===== src/rtl/alu_cmd_issue_if.sv =====
// Handshake bundle between a command producer/result consumer and the
// alu_cmd_issue stage, including the operand/result path to the ALU.
// master: the side that issues commands, consumes results and returns alu_o.
// slave:  the issue stage itself.
interface alu_cmd_issue_if #(
  parameter int W     = 8,
  parameter int OPW   = 3,
  parameter int DEPTH = 4
);
  // command side
  logic                   cmd_valid;
  logic                   cmd_ready;
  logic [W-1:0]           cmd_a;
  logic [W-1:0]           cmd_b;
  logic [OPW-1:0]         cmd_op;
  // ALU drive / return
  logic [W-1:0]           a;
  logic [W-1:0]           b;
  logic [OPW-1:0]         encode_op;
  logic [W-1:0]           alu_o;
  // result side
  logic                   res_valid;
  logic                   res_ready;
  logic [W-1:0]           res_data;
  logic [OPW-1:0]         res_op;
  // occupancy
  logic [$clog2(DEPTH):0] count;

  modport master (
    output cmd_valid, cmd_a, cmd_b, cmd_op, res_ready, alu_o,
    input  cmd_ready, a, b, encode_op, res_valid, res_data, res_op, count
  );

  modport slave (
    input  cmd_valid, cmd_a, cmd_b, cmd_op, res_ready, alu_o,
    output cmd_ready, a, b, encode_op, res_valid, res_data, res_op, count
  );
endinterface


===== src/rtl/alu_cmd_issue.sv =====
// Command issue stage in front of the combinational ALU. Commands are queued
// in a small FIFO; the head entry drives the ALU and its output is captured
// into a result register with its own valid/ready handshake.
module alu_cmd_issue #(
  parameter int W     = 8,
  parameter int OPW   = 3,
  parameter int DEPTH = 4
) (
  input  logic          clk,
  input  logic          reset,
  alu_cmd_issue_if.slave bus
);

  localparam int            PW       = $clog2(DEPTH);
  localparam int            CW       = $clog2(DEPTH) + 1;
  localparam logic [CW-1:0] FULL_CNT = CW'(DEPTH);

  // state
  logic [PW-1:0]      r_wr_ptr;
  logic [PW-1:0]      r_rd_ptr;
  logic [CW-1:0]      r_count;
  logic               r_res_valid;
  logic [W-1:0]       r_res_data;
  logic [OPW-1:0]     r_res_op;

  // combinational
  logic               w_full;
  logic               w_empty;
  logic               w_cmd_ready;
  logic               w_push;
  logic               w_pop;
  logic [DEPTH*W-1:0]   w_slot_a;
  logic [DEPTH*W-1:0]   w_slot_b;
  logic [DEPTH*OPW-1:0] w_slot_op;
  logic [W-1:0]       w_head_a;
  logic [W-1:0]       w_head_b;
  logic [OPW-1:0]     w_head_op;

  // Full/empty come from the occupancy counter, never from pointer compare.
  assign w_full      = (r_count == FULL_CNT);
  assign w_empty     = (r_count == '0);
  // No pass-through when full: a pop in the same cycle does not open a slot.
  assign w_cmd_ready = !reset && !w_full;
  assign w_push      = bus.cmd_valid && w_cmd_ready;
  // Pop whenever there is a head entry and the result register is free or
  // being emptied this cycle.
  assign w_pop       = !w_empty && (!r_res_valid || bus.res_ready);

  // Storage: one register set per slot. Slots carry no reset because an
  // empty FIFO masks the head outputs to zero.
  for (genvar gi = 0; gi < DEPTH; gi++) begin : g_slot
    logic [W-1:0]   r_a;
    logic [W-1:0]   r_b;
    logic [OPW-1:0] r_op;

    // Capture the pushed command into the slot selected by the write pointer.
    always_ff @(posedge clk) begin
      if (w_push && (r_wr_ptr == PW'(gi))) begin
        r_a  <= bus.cmd_a;
        r_b  <= bus.cmd_b;
        r_op <= bus.cmd_op;
      end
    end

    assign w_slot_a[gi*W +: W]       = r_a;
    assign w_slot_b[gi*W +: W]       = r_b;
    assign w_slot_op[gi*OPW +: OPW]  = r_op;
  end

  // Head select: the rd_ptr entry drives the ALU combinationally, zero when empty.
  always_comb begin
    w_head_a  = '0;
    w_head_b  = '0;
    w_head_op = '0;
    if (!w_empty) begin
      w_head_a  = w_slot_a[int'(r_rd_ptr)*W +: W];
      w_head_b  = w_slot_b[int'(r_rd_ptr)*W +: W];
      w_head_op = w_slot_op[int'(r_rd_ptr)*OPW +: OPW];
    end
  end

  // Pointer advance; power-of-two depth lets the pointers wrap naturally.
  always_ff @(posedge clk) begin
    if (reset) begin
      r_wr_ptr <= '0;
      r_rd_ptr <= '0;
    end else begin
      if (w_push) begin
        r_wr_ptr <= r_wr_ptr + PW'(1);
      end
      if (w_pop) begin
        r_rd_ptr <= r_rd_ptr + PW'(1);
      end
    end
  end

  // Occupancy: push-only increments, pop-only decrements, both hold.
  always_ff @(posedge clk) begin
    if (reset) begin
      r_count <= '0;
    end else begin
      case ({w_push, w_pop})
        2'b10:   r_count <= r_count + CW'(1);
        2'b01:   r_count <= r_count - CW'(1);
        default: r_count <= r_count;
      endcase
    end
  end

  // Result register: load on pop, clear valid on hand-off, hold during stall.
  always_ff @(posedge clk) begin
    if (reset) begin
      r_res_valid <= 1'b0;
      r_res_data  <= '0;
      r_res_op    <= '0;
    end else if (w_pop) begin
      r_res_valid <= 1'b1;
      r_res_data  <= bus.alu_o;
      r_res_op    <= w_head_op;
    end else if (r_res_valid && bus.res_ready) begin
      r_res_valid <= 1'b0;
    end
  end

  assign bus.cmd_ready = w_cmd_ready;
  assign bus.a         = w_head_a;
  assign bus.b         = w_head_b;
  assign bus.encode_op = w_head_op;
  assign bus.res_valid = r_res_valid;
  assign bus.res_data  = r_res_data;
  assign bus.res_op    = r_res_op;
  assign bus.count     = r_count;

endmodule

===== src/flat_wrapper.sv =====
// flat-port wrapper written by rule: the top's interface ports become plain ports
module alu_cmd_issue_flat 
#(
  parameter int W     = 8,
  parameter int OPW   = 3,
  parameter int DEPTH = 4
)
  (clk, reset, bus_cmd_valid, bus_cmd_a, bus_cmd_b, bus_cmd_op, bus_res_ready, bus_alu_o, bus_cmd_ready, bus_a, bus_b, bus_encode_op, bus_res_valid, bus_res_data, bus_res_op, bus_count);
  alu_cmd_issue_if #(.W(W), .OPW(OPW), .DEPTH(DEPTH)) bus_i ();
  input  logic clk;
  input  logic reset;
  input wire logic [$bits(bus_i.cmd_valid)-1:0] bus_cmd_valid;
  input wire logic [$bits(bus_i.cmd_a)-1:0] bus_cmd_a;
  input wire logic [$bits(bus_i.cmd_b)-1:0] bus_cmd_b;
  input wire logic [$bits(bus_i.cmd_op)-1:0] bus_cmd_op;
  input wire logic [$bits(bus_i.res_ready)-1:0] bus_res_ready;
  input wire logic [$bits(bus_i.alu_o)-1:0] bus_alu_o;
  output wire logic [$bits(bus_i.cmd_ready)-1:0] bus_cmd_ready;
  output wire logic [$bits(bus_i.a)-1:0] bus_a;
  output wire logic [$bits(bus_i.b)-1:0] bus_b;
  output wire logic [$bits(bus_i.encode_op)-1:0] bus_encode_op;
  output wire logic [$bits(bus_i.res_valid)-1:0] bus_res_valid;
  output wire logic [$bits(bus_i.res_data)-1:0] bus_res_data;
  output wire logic [$bits(bus_i.res_op)-1:0] bus_res_op;
  output wire logic [$bits(bus_i.count)-1:0] bus_count;
  assign bus_i.cmd_valid = bus_cmd_valid;
  assign bus_i.cmd_a = bus_cmd_a;
  assign bus_i.cmd_b = bus_cmd_b;
  assign bus_i.cmd_op = bus_cmd_op;
  assign bus_i.res_ready = bus_res_ready;
  assign bus_i.alu_o = bus_alu_o;
  assign bus_cmd_ready = bus_i.cmd_ready;
  assign bus_a = bus_i.a;
  assign bus_b = bus_i.b;
  assign bus_encode_op = bus_i.encode_op;
  assign bus_res_valid = bus_i.res_valid;
  assign bus_res_data = bus_i.res_data;
  assign bus_res_op = bus_i.res_op;
  assign bus_count = bus_i.count;
  alu_cmd_issue #(.W(W), .OPW(OPW), .DEPTH(DEPTH)) u_core (.clk(clk), .reset(reset), .bus(bus_i));
endmodule

===== config.mk =====
export PLATFORM = sky130hd
export DESIGN_NAME = alu_cmd_issue_flat
export DESIGN_NICKNAME = d
export VERILOG_FILES = /design/src/rtl/alu_cmd_issue_if.sv /design/src/rtl/alu_cmd_issue.sv /design/src/flat_wrapper.sv
export SDC_FILE = /design/constraint.sdc
export NUM_CORES = 1
export LEC_CHECK = 0
export CAP_MARGIN = 15
export CORE_ASPECT_RATIO = 1.1
export CORE_UTILIZATION = 25
export DETAILED_ROUTE_END_ITERATION = 10
export PLACE_DENSITY_LB_ADDON = 0.12
export RECOVER_POWER = 25
export SYNTH_ARGS = -nofsm -noshare
export SYNTH_HDL_FRONTEND = slang
export SYNTH_SLANG_ARGS = --single-unit

===== constraint.sdc =====
create_clock -name clk -period 3 [get_ports clk]
set_clock_uncertainty 0.15 [all_clocks]
set_input_delay 0.6 -clock clk [delete_from_list [all_inputs] [get_ports clk]]
set_output_delay 0.6 -clock clk [all_outputs]
set_load 0.1 [all_outputs]

Yosys cells after proc, flatten, opt, wreduce, memory -nomap -nowiden
Index checks and enable logic that the tools add are counted.
Cells by class
  multiplexer cells: 6
  reduce and logical (&&, ||, !) cells: 17
  $mul: 1
  $add $sub $neg: 4
  shifts and indexed selects: 3
  equal/unequal tests: 6
Operators with widths (number)
  32-bit by 6-bit indexed part select with 8-bit output: 2
  12-bit by 32-bit indexed part select with 3-bit output: 1
  8-bit 2-to-1 mux: 2
  1-bit logical AND: 8
  2-bit equality test (second input constant): 3
  3-bit one-hot mux with 2 select lines: 1
  2-bit by 1-bit adder with 2-bit output (second input constant): 2
  2-bit by 1-bit equality test with 1-bit output (second input constant): 2
  1-bit logical NOT: 4
  2-bit by 2-bit multiplier with 4-bit output (second input constant): 1
  2-bit nonzero test: 2
  3-bit by 1-bit adder with 3-bit output (second input constant): 1
  3-bit equality test (second input constant): 1
  3-bit logical NOT: 1
  3-bit 2-to-1 mux: 1
  3-bit by 1-bit subtractor with 3-bit output (second input constant): 1
  2-bit logical NOT: 1
  1-bit 2-to-1 mux: 2
  1-bit logical OR: 1
Storage, ports and cells
  output and inout bits: 35
  word-level logic and storage cells: 55
  register bits: 95
  input port bits: 31

Longest topological paths before layout
  word-level depth: 6
  depth in mapped cells: 9
  gate-level depth less buffers: 9

Least setup slack after synthesis
Ideal clock, no wire load.
  path type: register -> output
  start point: reg u_core.r_count[0], in the netlist u_core.bus.count[0]
  end point: out bus_cmd_ready
  buffers on the path: 0
  arrival: 2.500 ns
  cell stages (with the launch flop): 3
  required time: 2.250 ns
  slack: -0.250 ns
  cells stage by stage: dfxtp_1 -> nor3b_2 -> nor2_1
On the way
  word-level cells in the longest chain between the ends: 3
RTL lines
  from (decl): RTL line alu_cmd_issue.sv:21  | logic [CW-1:0] r_count;
  from (signal assigned): RTL line alu_cmd_issue.sv:103  | 2'b10: r_count <= r_count + CW'(1);
  from (signal assigned): RTL line alu_cmd_issue.sv:104  | 2'b01: r_count <= r_count - CW'(1);
  from (signal assigned): RTL line alu_cmd_issue.sv:105  | default: r_count <= r_count;
  3-bit equality test: RTL line alu_cmd_issue.sv:40  | assign w_full = (r_count == FULL_CNT);
  1-bit logical NOT: RTL line alu_cmd_issue.sv:43  | assign w_cmd_ready = !reset && !w_full;
  1-bit logical AND: RTL line alu_cmd_issue.sv:43
  to (decl): RTL line flat_wrapper.sv:18  | output wire logic [$bits(bus_i.cmd_ready)-1:0] bus_cmd_ready;
Every way passes these cells.

Final worst setup path
  start point: reg u_core.r_rd_ptr[0]
  end point: out bus_b[0]
On the way
  word-level cells in the longest chain between the ends: 2
RTL lines
  from (decl): RTL line alu_cmd_issue.sv:20  | logic [PW-1:0] r_rd_ptr;
  from (signal assigned): RTL line alu_cmd_issue.sv:92  | r_rd_ptr <= r_rd_ptr + PW'(1);
  32-bit by 6-bit indexed part select with 8-bit output: RTL line alu_cmd_issue.sv:77  | w_head_b = w_slot_b[int'(r_rd_ptr)*W +: W];
  8-bit 2-to-1 mux: RTL line alu_cmd_issue.sv:75  | if (!w_empty) begin
  to (decl): RTL line flat_wrapper.sv:20  | output wire logic [$bits(bus_i.b)-1:0] bus_b;
Every way passes these cells.

==> qor.yml <==
status: "complete, no violations"
post_route_cells_drive_above_1_share_pct: 28.5
detail_route.drc_violations: 0
rr_startpoint: "u_core.bus.count[2]"
final_hold_violating_endpoints: 0
final_max_slew_viol_count: 0
design.die.area_um2: 15700
synth_top_area_cell: "sky130_fd_sc_hd__edfxtp_1"
die_wd_um: 119
timing.critical_path.fanout_max: 8
timing.final.crit_share_pct: 88.0
min-delay-start: "u_core.bus.res_data[6]"
io_pins: 66
max_cap_violations: 0
gp_routability_congestion: 0.682
via_count: 2150
clock_tree.htree_level_count: 3
critical_path.max_stage_delay_ps: 510
hold_path_end: "u_core.bus.res_data[6]"
place.port_buffers: 65
grt_antenna_before_repair: 1
postRouteAntennaNets: 0
detail_route.wl_per_cell_um: 15.8
timing.final.crit_period_ps: 2640
setup_viol: 0
hold_class: "reg2reg"
cts-root-to-sink-buffers: 2
worst-endpoint-required_ps: 2250
first_pass_iters: 6
postCtsHoldBufs: 0
grt.overflow.total: 0
grt_pass1_wl_mm: 12.5
first_global_vias: 2185
fmaxAchievable_mhz: 379
cts.sinks: 95
critical_path_capture_point_type: "primary output"
grt.total_usage_pct: 10.9
cp_buf_inv_count: 2
synth.area.top_cells: "sky130_fd_sc_hd__edfxtp_1 (60%), sky130_fd_sc_hd__mux4_2 (11%), sky130_fd_sc_hd__dfxtp_1 (10%), sky130_fd_sc_hd__and2_1 (3.8%), sky130_fd_sc_hd__a21oi_1 (2.0%)"
hpwlAfterDp_mm: 4.88
fin_tns_setup_ps: 0
drt_iter0_markers: 130
ys_ff_latch: 95
syn-mean-instance-area_um2: 16.9
regToRegSetupSlack_ps: 650
grt_max_degree: 32
place_worst_setup_slack_ps: 196
netlist_area_um2: 3790
core-area_um2: 14600
timing.hold.ws_ps: 328
ctsRootBufferMaster: "sky130_fd_sc_hd__clkbuf_16"
wl_mm: 7.89
synthToLayoutAreaGrowth_pct: 36.4
critical_path.cell_chain: "buf_4 -> mux4_2 -> and2_1 -> buf_12"
numCtsBuffers: 9
tightestPinTransition_ps: 332
min_path_cells: 2
post_synthesis_net_count: 261
rsz0062_at_grt: "no"
ctsResizeCount: 0
die_y_um: 131
max-slew-margin-rel_pct: 77.9
synth.distinct_cells: 29
r2r-end: "u_core.bus.count[2]"
initial_core_util_pct: 25.9
clock_insertion_delay_worst_skew_ps: 340
critical-path-top-delay-family: "multiplexers"
timing_worst_setup_path_type: "reg2out"
syn_inst: 224
critPathArrivalTime_ps: 1890
final_util_pct: 35.3
worst_path_max_delay_cell: "sky130_fd_sc_hd__mux4_2"
synth_top_cell_area_share_pct: 60.2
synth-warning-count: 0
timing.critical_path.from_type: "flip-flop"
synth_sequential_area_ratio_pct: 70.3
number_of_core_rows: 46
path_clk_slew_ps: 60
dr_vias_cell: 4.32
cts.repair_timing.setup_buffer_count: 0
reg2reg_depth: 9
fillCellCount: 1428
worst_slack_ps: 360
cts_tree: "yes"
fin_nets: 337
==> area by class of cell <==
cell class / instances / area, um^2 / share of cell area [%]
Clock inverter: 5 / 57.6 / 1.11
Inverter: 7 / 26.3 / 0.509
Antenna cell: 1 / 2.50 / 0.0484
Sequential cell: 95 / 2670 / 51.6
Timing Repair Buffer: 78 / 923 / 17.9
Clock buffer: 11 / 233 / 4.50
Tap cell: 192 / 240 / 4.65
Multi-Input combinational cell: 109 / 1020 / 19.7
==> Yosys cell counts <==
cell type / count
sky130_fd_sc_hd__edfxtp_1: 76
sky130_fd_sc_hd__and2_1: 23
sky130_fd_sc_hd__dfxtp_1: 19
sky130_fd_sc_hd__mux4_2: 18
sky130_fd_sc_hd__a21oi_1: 15
sky130_fd_sc_hd__o21ai_0: 13
sky130_fd_sc_hd__nand3_1: 11
sky130_fd_sc_hd__inv_1: 7
sky130_fd_sc_hd__nor2_1: 7
sky130_fd_sc_hd__ha_1: 5
sky130_fd_sc_hd__clkbuf_1: 4
sky130_fd_sc_hd__buf_2: 3
sky130_fd_sc_hd__or3_1: 3
sky130_fd_sc_hd__buf_1: 2
sky130_fd_sc_hd__buf_6: 2
sky130_fd_sc_hd__nand2b_1: 2
sky130_fd_sc_hd__xor2_1: 2
sky130_fd_sc_hd__a311oi_1: 1
sky130_fd_sc_hd__a31o_2: 1
sky130_fd_sc_hd__buf_12: 1
sky130_fd_sc_hd__clkbuf_2: 1
sky130_fd_sc_hd__fa_1: 1
sky130_fd_sc_hd__mux2_1: 1
sky130_fd_sc_hd__mux2i_1: 1
sky130_fd_sc_hd__mux4_1: 1
sky130_fd_sc_hd__nor2b_1: 1
sky130_fd_sc_hd__nor3_2: 1
sky130_fd_sc_hd__nor3b_2: 1
sky130_fd_sc_hd__nor3b_4: 1
==> registers in the layout, indices dropped and copies added, names as in the netlist <==
signal	cells
u_core.g_slot.r_a	32
u_core.bus.res_valid	1
u_core.g_slot.r_b	32
u_core.r_wr_ptr	2
u_core.bus.res_data	8
u_core.r_rd_ptr	2
u_core.bus.res_op	3
u_core.g_slot.r_op	12
u_core.bus.count	3
==> tightest hold or removal path: cells and delay by family (launching register included) <==
kind	cells	cell delay [ps]
DFF	1	310
AOI/OAI and AO/OA	2	120
==> placed cells by master, fill, tap and decap left out, types with 3 or more instances in the layout <==
| cell type | n |
|---|---|
| sky130_fd_sc_hd__dfxtp_2 | 3 |
| sky130_fd_sc_hd__nand3_1 | 11 |
| sky130_fd_sc_hd__or3_1 | 3 |
| sky130_fd_sc_hd__dlygate4sd3_1 | 13 |
| sky130_fd_sc_hd__ha_1 | 5 |
| sky130_fd_sc_hd__clkbuf_16 | 9 |
| sky130_fd_sc_hd__a21oi_1 | 15 |
| sky130_fd_sc_hd__o21ai_0 | 13 |
| sky130_fd_sc_hd__mux4_2 | 18 |
| sky130_fd_sc_hd__dfxtp_1 | 16 |
| sky130_fd_sc_hd__nor2_1 | 6 |
| sky130_fd_sc_hd__buf_4 | 27 |
| sky130_fd_sc_hd__and2_1 | 23 |
| sky130_fd_sc_hd__buf_12 | 21 |
| sky130_fd_sc_hd__clkdlybuf4s50_1 | 17 |
| sky130_fd_sc_hd__inv_1 | 7 |
| sky130_fd_sc_hd__edfxtp_1 | 76 |
==> metrics by stage <==
stage,instance area (um^2),std cells
finish,5170,498
global route,5160,497
CTS,5160,497
detailed placement,4870,481
global placement,4870,481
floorplan,3790,224
==> routing by layer <==
| layer | track usage [%] | wire, um | share of wire, % | vias up |
|---|---|---|---|---|
| li1 | - | - | - | 1006 |
| met1 | 14.4 | 3650 | 46 | 1072 |
| met2 | 16.2 | 3600 | 46 | 61 |
| met3 | 2.95 | 461 | 5.8 | 11 |
| met4 | 5.83 | 176 | 2.2 | 0 |
| met5 | 0 | 0 | 0 | - |
==> worst max-delay path by stage <==
| stage | from | endpoint | slack [ps] | depth (start not counted) |
|---|---|---|---|---|
| 6_report | u_core.r_rd_ptr[0] | bus_b[0] | 360 | 4 |
| 3_5_place_dp | bus_res_ready | u_core.bus.count[2] | 200 | 9 |
| 3_3_place_gp | bus_res_ready | u_core.bus.count[2] | 260 | 9 |
| 4_1_cts | u_core.r_rd_ptr[0] | bus_b[0] | 290 | 4 |
| 5_1_grt | u_core.r_rd_ptr[0] | bus_b[0] | 230 | 4 |
| 2_1_floorplan | u_core.bus.count[2] | bus_a[0] | 10 | 3 |
==> cells by family after synthesis <==
logic type | synth area share [%]
buffers and inverters | 2.94
multiplexers | 12.0
adder cells (fa/ha/maj) | 2.18
XOR/XNOR | 0.462
AO/OA/AOI/OAI | 4.16
flip-flops | 70.3
AND/OR/NAND/NOR | 8.03
Power is not shown: default switching activity piles up to over one toggle a cycle in this logic, so the estimate is an artifact.
